$ cat src/rtl/ex_operand_stage.sv
// ---------------------------------------------------------------------------
// ex_operand_stage
//
// Pipeline register and operand-select stage that sits between decode /
// register-file read and the 32-bit ALU. Each cycle it resolves forwarding
// for both source operands from the EX/MEM and MEM/WB stages. It extends the
// immediate and registers the operands and control presented to the ALU.
// It supports hold (stall) and bubble insertion (flush).
//
// Ports:
//   clk, reset         rising-edge clock, synchronous active-high reset
//   stall, flush       hold all outputs / load a bubble (flush wins)
//   in_valid           decode presents a real instruction
//   rs_addr, rt_addr   source register addresses
//   rs_data, rt_data   register-file read data
//   imm16, alu_src,    immediate, b-operand select (1 = immediate),
//   zero_ext           and zero/sign extension select
//   alu_code_in        ALU operation from control
//   rd_addr_in,        destination register and its write enable
//   reg_write_in
//   exmem_*, memwb_*   write-back enables, destinations and values of the
//                      two later stages, used as forwarding sources
//   a, b, alu_code     registered ALU operands and operation
//   store_data         registered forwarded rt
//   rd_addr, reg_write registered destination and qualified write enable
//   valid              registered instruction-valid
//   fwd_count          saturating count of operands taken from forwarding
// ---------------------------------------------------------------------------
module ex_operand_stage #(
  parameter int WIDTH = 32,
  parameter int RADDR = 5
) (
  input  logic             clk,
  input  logic             reset,
  input  logic             stall,
  input  logic             flush,
  input  logic             in_valid,
  input  logic [RADDR-1:0] rs_addr,
  input  logic [RADDR-1:0] rt_addr,
  input  logic [WIDTH-1:0] rs_data,
  input  logic [WIDTH-1:0] rt_data,
  input  logic [15:0]      imm16,
  input  logic             alu_src,
  input  logic             zero_ext,
  input  logic [2:0]       alu_code_in,
  input  logic [RADDR-1:0] rd_addr_in,
  input  logic             reg_write_in,
  input  logic             exmem_reg_write,
  input  logic [RADDR-1:0] exmem_rd,
  input  logic [WIDTH-1:0] exmem_result,
  input  logic             memwb_reg_write,
  input  logic [RADDR-1:0] memwb_rd,
  input  logic [WIDTH-1:0] memwb_result,
  output logic [WIDTH-1:0] a,
  output logic [WIDTH-1:0] b,
  output logic [2:0]       alu_code,
  output logic [WIDTH-1:0] store_data,
  output logic [RADDR-1:0] rd_addr,
  output logic             reg_write,
  output logic             valid,
  output logic [15:0]      fwd_count
);

  logic [WIDTH-1:0] a_q, a_d;
  logic [WIDTH-1:0] b_q, b_d;
  logic [2:0]       alu_code_q, alu_code_d;
  logic [WIDTH-1:0] store_data_q, store_data_d;
  logic [RADDR-1:0] rd_addr_q, rd_addr_d;
  logic             reg_write_q, reg_write_d;
  logic             valid_q, valid_d;
  logic [15:0]      fwd_count_q, fwd_count_d;

  logic             rs_from_exmem, rs_from_memwb, rs_hit;
  logic             rt_from_exmem, rt_from_memwb, rt_hit;
  logic [WIDTH-1:0] rs_fwd, rt_fwd, imm_ext;
  logic [1:0]       fwd_inc;
  logic [16:0]      cnt_sum;
  logic [15:0]      cnt_sat;

  // Forwarding and operand selection. EX/MEM holds the younger result, so it
  // is checked first. Register 0 is hard-wired and is never forwarded.
  always_comb begin
    rs_from_exmem = exmem_reg_write && (exmem_rd == rs_addr) && (rs_addr != '0);
    rs_from_memwb = memwb_reg_write && (memwb_rd == rs_addr) && (rs_addr != '0);
    rt_from_exmem = exmem_reg_write && (exmem_rd == rt_addr) && (rt_addr != '0);
    rt_from_memwb = memwb_reg_write && (memwb_rd == rt_addr) && (rt_addr != '0);
    rs_hit        = rs_from_exmem || rs_from_memwb;
    rt_hit        = rt_from_exmem || rt_from_memwb;

    if (rs_from_exmem)      rs_fwd = exmem_result;
    else if (rs_from_memwb) rs_fwd = memwb_result;
    else                    rs_fwd = rs_data;

    if (rt_from_exmem)      rt_fwd = exmem_result;
    else if (rt_from_memwb) rt_fwd = memwb_result;
    else                    rt_fwd = rt_data;

    if (zero_ext) imm_ext = {{(WIDTH-16){1'b0}}, imm16};
    else          imm_ext = {{(WIDTH-16){imm16[15]}}, imm16};

    // rt always feeds store_data, so a forwarded rt counts even when the
    // b operand comes from the immediate.
    fwd_inc = {1'b0, rs_hit} + {1'b0, rt_hit};
    cnt_sum = {1'b0, fwd_count_q} + {15'b0, fwd_inc};
    cnt_sat = cnt_sum[16] ? 16'hFFFF : cnt_sum[15:0];
  end

  // Next-state selection: flush beats stall; a load without a real
  // instruction inserts the same bubble as a flush. The counter only moves
  // on a valid load and is left untouched by bubbles.
  always_comb begin
    a_d          = a_q;
    b_d          = b_q;
    alu_code_d   = alu_code_q;
    store_data_d = store_data_q;
    rd_addr_d    = rd_addr_q;
    reg_write_d  = reg_write_q;
    valid_d      = valid_q;
    fwd_count_d  = fwd_count_q;

    if (flush || (!stall && !in_valid)) begin
      a_d          = '0;
      b_d          = '0;
      alu_code_d   = '0;
      store_data_d = '0;
      rd_addr_d    = '0;
      reg_write_d  = 1'b0;
      valid_d      = 1'b0;
    end else if (!stall) begin
      a_d          = rs_fwd;
      b_d          = alu_src ? imm_ext : rt_fwd;
      alu_code_d   = alu_code_in;
      store_data_d = rt_fwd;
      rd_addr_d    = rd_addr_in;
      reg_write_d  = reg_write_in;
      valid_d      = 1'b1;
      fwd_count_d  = cnt_sat;
    end
  end

  // State registers; reset clears everything including the counter.
  always_ff @(posedge clk) begin
    if (reset) begin
      a_q          <= '0;
      b_q          <= '0;
      alu_code_q   <= '0;
      store_data_q <= '0;
      rd_addr_q    <= '0;
      reg_write_q  <= 1'b0;
      valid_q      <= 1'b0;
      fwd_count_q  <= '0;
    end else begin
      a_q          <= a_d;
      b_q          <= b_d;
      alu_code_q   <= alu_code_d;
      store_data_q <= store_data_d;
      rd_addr_q    <= rd_addr_d;
      reg_write_q  <= reg_write_d;
      valid_q      <= valid_d;
      fwd_count_q  <= fwd_count_d;
    end
  end

  assign a          = a_q;
  assign b          = b_q;
  assign alu_code   = alu_code_q;
  assign store_data = store_data_q;
  assign rd_addr    = rd_addr_q;
  assign reg_write  = reg_write_q;
  assign valid      = valid_q;
  assign fwd_count  = fwd_count_q;

endmodule

$ cat config.mk
export PLATFORM = sky130hd
export DESIGN_NAME = ex_operand_stage
export DESIGN_NICKNAME = d
export VERILOG_FILES = /design/src/rtl/ex_operand_stage.sv
export SDC_FILE = /design/constraint.sdc
export NUM_CORES = 1
export LEC_CHECK = 0
export ABC_AREA = 1
export CAP_MARGIN = 40
export CORE_MARGIN = 4
export CORE_UTILIZATION = 59
export CTS_BUF_LIST = sky130_fd_sc_hd__clkbuf_16
export CTS_CLUSTER_DIAMETER = 120
export DETAILED_ROUTE_END_ITERATION = 7
export DONT_BUFFER_PORTS = 1
export PLACE_DENSITY = 0.81
export SETUP_SLACK_MARGIN = 0.1
export SYNTH_ARGS = -nofsm -noshare
export SYNTH_HDL_FRONTEND = slang
export SYNTH_SLANG_ARGS = --single-unit
$ cat constraint.sdc
create_clock -name clk -period 4.5 [get_ports clk]
set_input_delay 1.35 -clock clk [delete_from_list [all_inputs] [get_ports clk]]
set_output_delay 1.35 -clock clk [all_outputs]
set_load 0.02 [all_outputs]
Word level (Yosys, flattened, before mapping)
Cells that the tools add are included.

cells by class
  add/subtract/negate cells = 2
  equality and inequality tests = 4
  multiplexer cells = 7
  bitwise logic cells = 2
  reduce and logical (&&, ||, !) cells = 18

operators with widths
  cell                 count
  $mux W32             6
  $eq A5 B5 Y1         4
  $add A16 B2 Y17      1
  $mux W16             1
  $reduce_bool A5 Y1   2
  $logic_and A1 B1 Y1  9
  $logic_or A1 B1 Y1   3
  $add A1 B1 Y2        1
  $logic_not A1 Y1     2
  $not A1 Y1           2
  $reduce_and A2 Y1    1
  $reduce_or A2 Y1     1

word-level totals
  flip-flop bits (word level) = 122
  output and inout port bits = 122
  logic and storage cells = 41

Logic depth before layout (Yosys ltp)
  depth after elaboration = 7
  depth in mapped cells = 20
  gate-level depth less buffers = 19

Least setup slack after synthesis
Ideal clock, no wire load.

  path kind = input port to flip-flop
  start point = input memwb_reg_write
  end point = register fwd_count_q[14] (netlist: fwd_count[14])
  library setup time = 0.078 ns
  arrival = 3.725 ns
  required time = 4.422 ns
  setup slack = 0.697 ns
  stages = 18
  buffers on the path = 1
  cells stage by stage = inv_1 -> a21oi_1 -> nand3_1 -> nor2_2 -> nand2_4 -> buf_6 -> a21boi_0 -> fa_1 -> inv_1 -> ha_1 -> nand3_1 -> nor2_1 -> nand3_1 -> nor2_1 -> nand3_1 -> o21bai_1 -> inv_1 -> nor3_1

on the way
  longest elaborated chain between the ends = 6

RTL lines
  what                                                        RTL line  RTL
  from (decl)                                                 51        input logic memwb_reg_write,
  $logic_and A1 B1 Y1, on equally long branches (2 in a row)  84, 86
  $logic_or A1 B1 Y1, on equally long branches                87, 88
  $add A1 B1 Y2 (*)                                           103       fwd_inc = {1'b0, rs_hit} + {1'b0, rt_hit};
  $add A16 B2 Y17 (*)                                         104       cnt_sum = {1'b0, fwd_count_q} + {15'b0, fwd_inc};
  $mux W16 (*)                                                105       cnt_sat = cnt_sum[16] ? 16'hFFFF : cnt_sum[15:0];
  to (signal assigned)                                        160       fwd_count_q <= fwd_count_d;
  to (decl)                                                   71        logic [15:0] fwd_count_q, fwd_count_d;

Mark *: on every way between the ends. The rest lies on a longest branch, timed or not.
A chain may end at the register's enable or synchronous reset.

Worst setup path in the final report
  start point = input memwb_reg_write
  end point = register fwd_count_q[15] (netlist: fwd_count[15])

The elaborated chain is that of the path after synthesis.

==> run summary <==
=====================================================================================
Final critical path time including I/O delays and setup ................     3.575 ns
Root buffer selected by CTS ............................................ sky130_fd_sc_hd__clkbuf_16
Setup Skew .............................................................  0.003138 ns
Critical-path maximum fanout ...........................................            5
Sum of buffers and inverters on the critical path ......................            2
Peak supply drop .......................................................     228.2 µV
Antenna viol nets, final ...............................................            0
IO Port Bufs ...........................................................            0
Core area ..............................................................  0.01201 mm²
Worst Path Required ....................................................      4.84 ns
Total power draw .......................................................     2.964 mW
Via count ..............................................................         7771
I/O pins ...............................................................          304
TritonCTS clock tree ...................................................         done
Layout cell share with drive strength beyond 1 .........................      0.06601
Synthesized flop and latch total .......................................          122
Ratio of routed vias to standard cells .................................        6.129
Slowest library cell on the worst path ................................. sky130_fd_sc_hd__fa_1
Global-route wire length before repair .................................     40.61 mm
# diodes ...............................................................            0
Class of the tightest hold or removal check ............................ flip-flop to flip-flop
Leak ...................................................................     3.782 nW
Floorplan die width ....................................................     118.8 µm
RSZ-0062 raised after global routing ...................................        false
# H-tree levels ........................................................            4
CP dominant cell by count .............................................. sky130_fd_sc_hd__nand3_1
Power Density .......................................................... 378.2 mW/mm²
Reported net switching power ...........................................    0.7799 mW
Total of max-cap violations ............................................            0
Total instance count after detailed placement ..........................         1237
Sequential element share of the synthesized area .......................       0.3372
Post-CTS Setup Inserts .................................................            0
Worst Setup Slack post-DPL .............................................    0.5369 ns
Kind of capture point of the worst setup path ..........................    flip-flop
Iteration count of the initial detailed-routing pass ...................            6
Transition at the pin with the smallest max-transition slack ...........    0.8545 ns
Vias in the first global route .........................................         7466
Setup WS post-layout ...................................................    0.9247 ns
Die Ht .................................................................     118.8 µm
Syn-to-layout area delta ...............................................       8.241%
Gate count of the mapped netlist .......................................         1148
Overall track demand over capacity in global routing ...................       0.3649
Number of pins exceeding their max-slew limit in the final report ......            0
Number of sinks driven by the clock tree ...............................          122
Setup TNS ..............................................................         0 ns
Seq pwr share ..........................................................        0.399
Routed length per instance .............................................     20.71 µm
Max clock buf depth ....................................................            2
Kind of cell adding the most delay to the critical path ................ simple AND/OR/NAND/NOR gates
Post-place instance area ............................................... 0.007209 mm²
Area of all placed cells without fillers ............................... 0.007839 mm²
Syn_area_per_cell ......................................................    6.308 µm²
Worst-skew pair later-pin latency ......................................      0.41 ns
CTS resizes ............................................................            0
Ys Warns ...............................................................            0
Critical path's largest stage delay ....................................      0.52 ns
Data arrival, critical path ............................................      3.92 ns
Critical path class .................................................... input port to flip-flop
Clock power frac .......................................................        0.497
Residual DRC count .....................................................            0
Crit start category ....................................................   input port
Syn Std Cell Area ...................................................... 0.007242 mm²
Post-CTS Hold Fix Bufs .................................................            0
Standard-cell row count ................................................           40
Internal portion of total power ........................................     2.184 mW
Result of the run ...................................................... finished, final reports clean
Combinational power share ..............................................        0.104
Post-layout nets .......................................................         1293
Number of unique standard cell types used by synthesis .................           39
Post-layout instance count excluding filler cells ......................         1268
Total Die Area .........................................................  0.01411 mm²
Switching power as a share of total power ..............................       0.2631
Number of endpoints failing setup at the final stage ...................            0
Critical-path cell list ................................................ inv_1 -> a21oi_1 -> nand3_1 -> nor2_4 -> nand2_4 -> a21boi_0 -> fa_1 -> inv_1 -> ha_1 -> nand3_1 -> nor2_1 -> nand3_1 -> nor2_1 -> nand2_1 -> nand3_1 -> nand2_1 -> a21oi_1
Maximum number of pins on one net before global-route repair ...........           96
Timing-limited maximum frequency .......................................   0.2797 GHz
Final Hold Vio Count ...................................................            0
Count of routing violations after the opening detailed-route iteration .          854
Mapped Nets ............................................................         1332
Headroom to the max-slew limit .........................................       0.4268
Clock-pin slew of the registers on the worst-case setup and hold paths .      0.05 ns
Antenna violations before repair .......................................            0
HPWL Detailed ..........................................................     18.12 mm
Number of buffers inserted during clock tree synthesis .................           17
Remaining global-route overflow ........................................            0
Weighted congestion at the end of routability-driven global placement ..       0.9672
Initial standard-cell utilization of the core ..........................       0.6029
Final critical-path share of the clock period ..........................       0.7945
Final wirelength .......................................................     26.26 mm
=====================================================================================
-- cells in the mapped netlist --
cell	instances	share of area
sky130_fd_sc_hd__o211ai_1	2	0.0021
sky130_fd_sc_hd__buf_1	2	0.0010
sky130_fd_sc_hd__a21boi_0	1	0.0010
sky130_fd_sc_hd__o21ai_0	46	0.032
sky130_fd_sc_hd__nand2_2	2	0.0017
sky130_fd_sc_hd__nor2_1	67	0.035
sky130_fd_sc_hd__nor3b_1	1	0.0010
sky130_fd_sc_hd__nor2_4	4	0.0062
sky130_fd_sc_hd__nand2_4	1	0.0016
sky130_fd_sc_hd__xnor2_1	6	0.0073
sky130_fd_sc_hd__or2_0	1	0.00086
sky130_fd_sc_hd__nor3_1	5	0.0035
sky130_fd_sc_hd__nand2_1	276	0.14
sky130_fd_sc_hd__a31oi_1	1	0.00086
sky130_fd_sc_hd__inv_1	130	0.067
sky130_fd_sc_hd__xor2_1	5	0.0060
sky130_fd_sc_hd__inv_2	11	0.0057
sky130_fd_sc_hd__nor3_4	3	0.0067
sky130_fd_sc_hd__clkinv_1	1	0.00052
sky130_fd_sc_hd__nand3_1	187	0.13
sky130_fd_sc_hd__o21bai_1	1	0.0010
sky130_fd_sc_hd__nand4_2	1	0.0017
sky130_fd_sc_hd__buf_6	4	0.0062
sky130_fd_sc_hd__nand4_1	3	0.0026
sky130_fd_sc_hd__dfxtp_1	122	0.34
sky130_fd_sc_hd__or2_2	5	0.0043
sky130_fd_sc_hd__o21ai_1	5	0.0035
sky130_fd_sc_hd__or2_1	17	0.015
sky130_fd_sc_hd__fa_1	1	0.0028
sky130_fd_sc_hd__a21oi_1	131	0.091
sky130_fd_sc_hd__ha_1	1	0.0017
sky130_fd_sc_hd__clkbuf_1	29	0.015
sky130_fd_sc_hd__nor2_2	3	0.0026
sky130_fd_sc_hd__buf_4	2	0.0021
sky130_fd_sc_hd__o2111ai_1	1	0.0012
sky130_fd_sc_hd__buf_2	36	0.025
sky130_fd_sc_hd__nor3_2	1	0.0014
sky130_fd_sc_hd__o21a_1	1	0.0010
sky130_fd_sc_hd__nand3b_1	32	0.033
-- tightest hold or removal path, stage by stage (launching register included) --
cell and delay (ns):
sky130_fd_sc_hd__dfxtp_1 0.37, sky130_fd_sc_hd__nand2_1 0.09, sky130_fd_sc_hd__a21oi_1 0.05
-- power groups by stage --
stage	logic [mW]	clock network, mW	registers, mW
after detailed placement	0.304	0	1.20
after CTS	0.306	1.48	1.18
after global placement	0.299	0	1.20
after global routing	0.347	1.53	1.18
final	0.310	1.47	1.18
after floorplan	0.246	0	1.19
-- kinds of logic (layout without fill, tap and decap cells) --
kind of cell / count (synthesis) / count (layout) / synth area share
and+or+nand+nor: 609 / 609 / 0.3891
buffers and inverters: 215 / 188 / 0.1228
AOI/OAI and AO/OA: 189 / 189 / 0.1330
DFF: 122 / 122 / 0.3372
xor gates and xnor gates: 11 / 11 / 0.01330
adders and majority gates: 2 / 2 / 0.004492
-- worst paths after layout --
check,from,to,slack [ns],cells past startpoint
max reg2reg,fwd_count[0]$_SDFFE_PP0P_,fwd_count[15]$_SDFFE_PP0P_,1.83,12
max,memwb_reg_write,fwd_count[15]$_SDFFE_PP0P_,0.92,17
min reg2reg,store_data[19]$_SDFFE_PP0N_,store_data[19]$_SDFFE_PP0N_,0.56,2
min,store_data[19]$_SDFFE_PP0N_,store_data[19]$_SDFFE_PP0N_,0.56,2
-- sequential cells by signal, indices dropped and copies added, names as in the netlist --
signal	count
a	32
alu_code	3
b	32
fwd_count	16
rd_addr	5
reg_write	1
store_data	32
valid	1
-- placed cells by master, fill, tap and decap left out, types with 2 or more instances in the layout --
cell type	n
sky130_fd_sc_hd__nand4_1	3
sky130_fd_sc_hd__buf_4	14
sky130_fd_sc_hd__nand2_1	275
sky130_fd_sc_hd__clkinv_4	2
sky130_fd_sc_hd__inv_2	10
sky130_fd_sc_hd__nor3_1	5
sky130_fd_sc_hd__clkbuf_16	17
sky130_fd_sc_hd__nor2_1	67
sky130_fd_sc_hd__bufinv_16	5
sky130_fd_sc_hd__nand3_1	187
sky130_fd_sc_hd__o21ai_0	46
sky130_fd_sc_hd__xnor2_1	6
sky130_fd_sc_hd__dfxtp_1	122
sky130_fd_sc_hd__o21ai_1	5
sky130_fd_sc_hd__or2_2	5
sky130_fd_sc_hd__nor2_4	6
sky130_fd_sc_hd__inv_1	131
sky130_fd_sc_hd__o211ai_1	2
sky130_fd_sc_hd__nand3b_1	32
sky130_fd_sc_hd__nand2_2	3
sky130_fd_sc_hd__nor3_4	3
sky130_fd_sc_hd__a21oi_1	131
sky130_fd_sc_hd__xor2_1	5
sky130_fd_sc_hd__clkinv_1	4
sky130_fd_sc_hd__or2_1	17
-- cell type report --
class / count / area, µm²
Tap cell: 147 / 183.9
Timing Repair Buffer: 15 / 125.1
Clock buffer: 17 / 425.4
Multi-Input combinational cell: 811 / 3923
Fill cell: 1127 / 4173
Clock inverter: 14 / 203.9
Inverter: 142 / 535.5
Sequential cell: 122 / 2442
-- stage by stage --
step | utilization | hold slack, ns
floorplan | - | 0.5450
global placement | 0.6002 | 0.5515
detailed placement | 0.6002 | 0.5533
CTS | 0.6526 | 0.5617
global route | 0.6526 | 0.5862
finish | 0.6526 | 0.5622
-- metal layers --
metal  vias up  track usage  routed length (µm)
met5         -            0                   0
met4         0       0.2397                1673
met3       108       0.1220                3003
li1       3627            -                   -
met1      3516       0.3989                9124
met2       520       0.6014               12450
No activity file was read; power rests on OpenSTA's default activity.
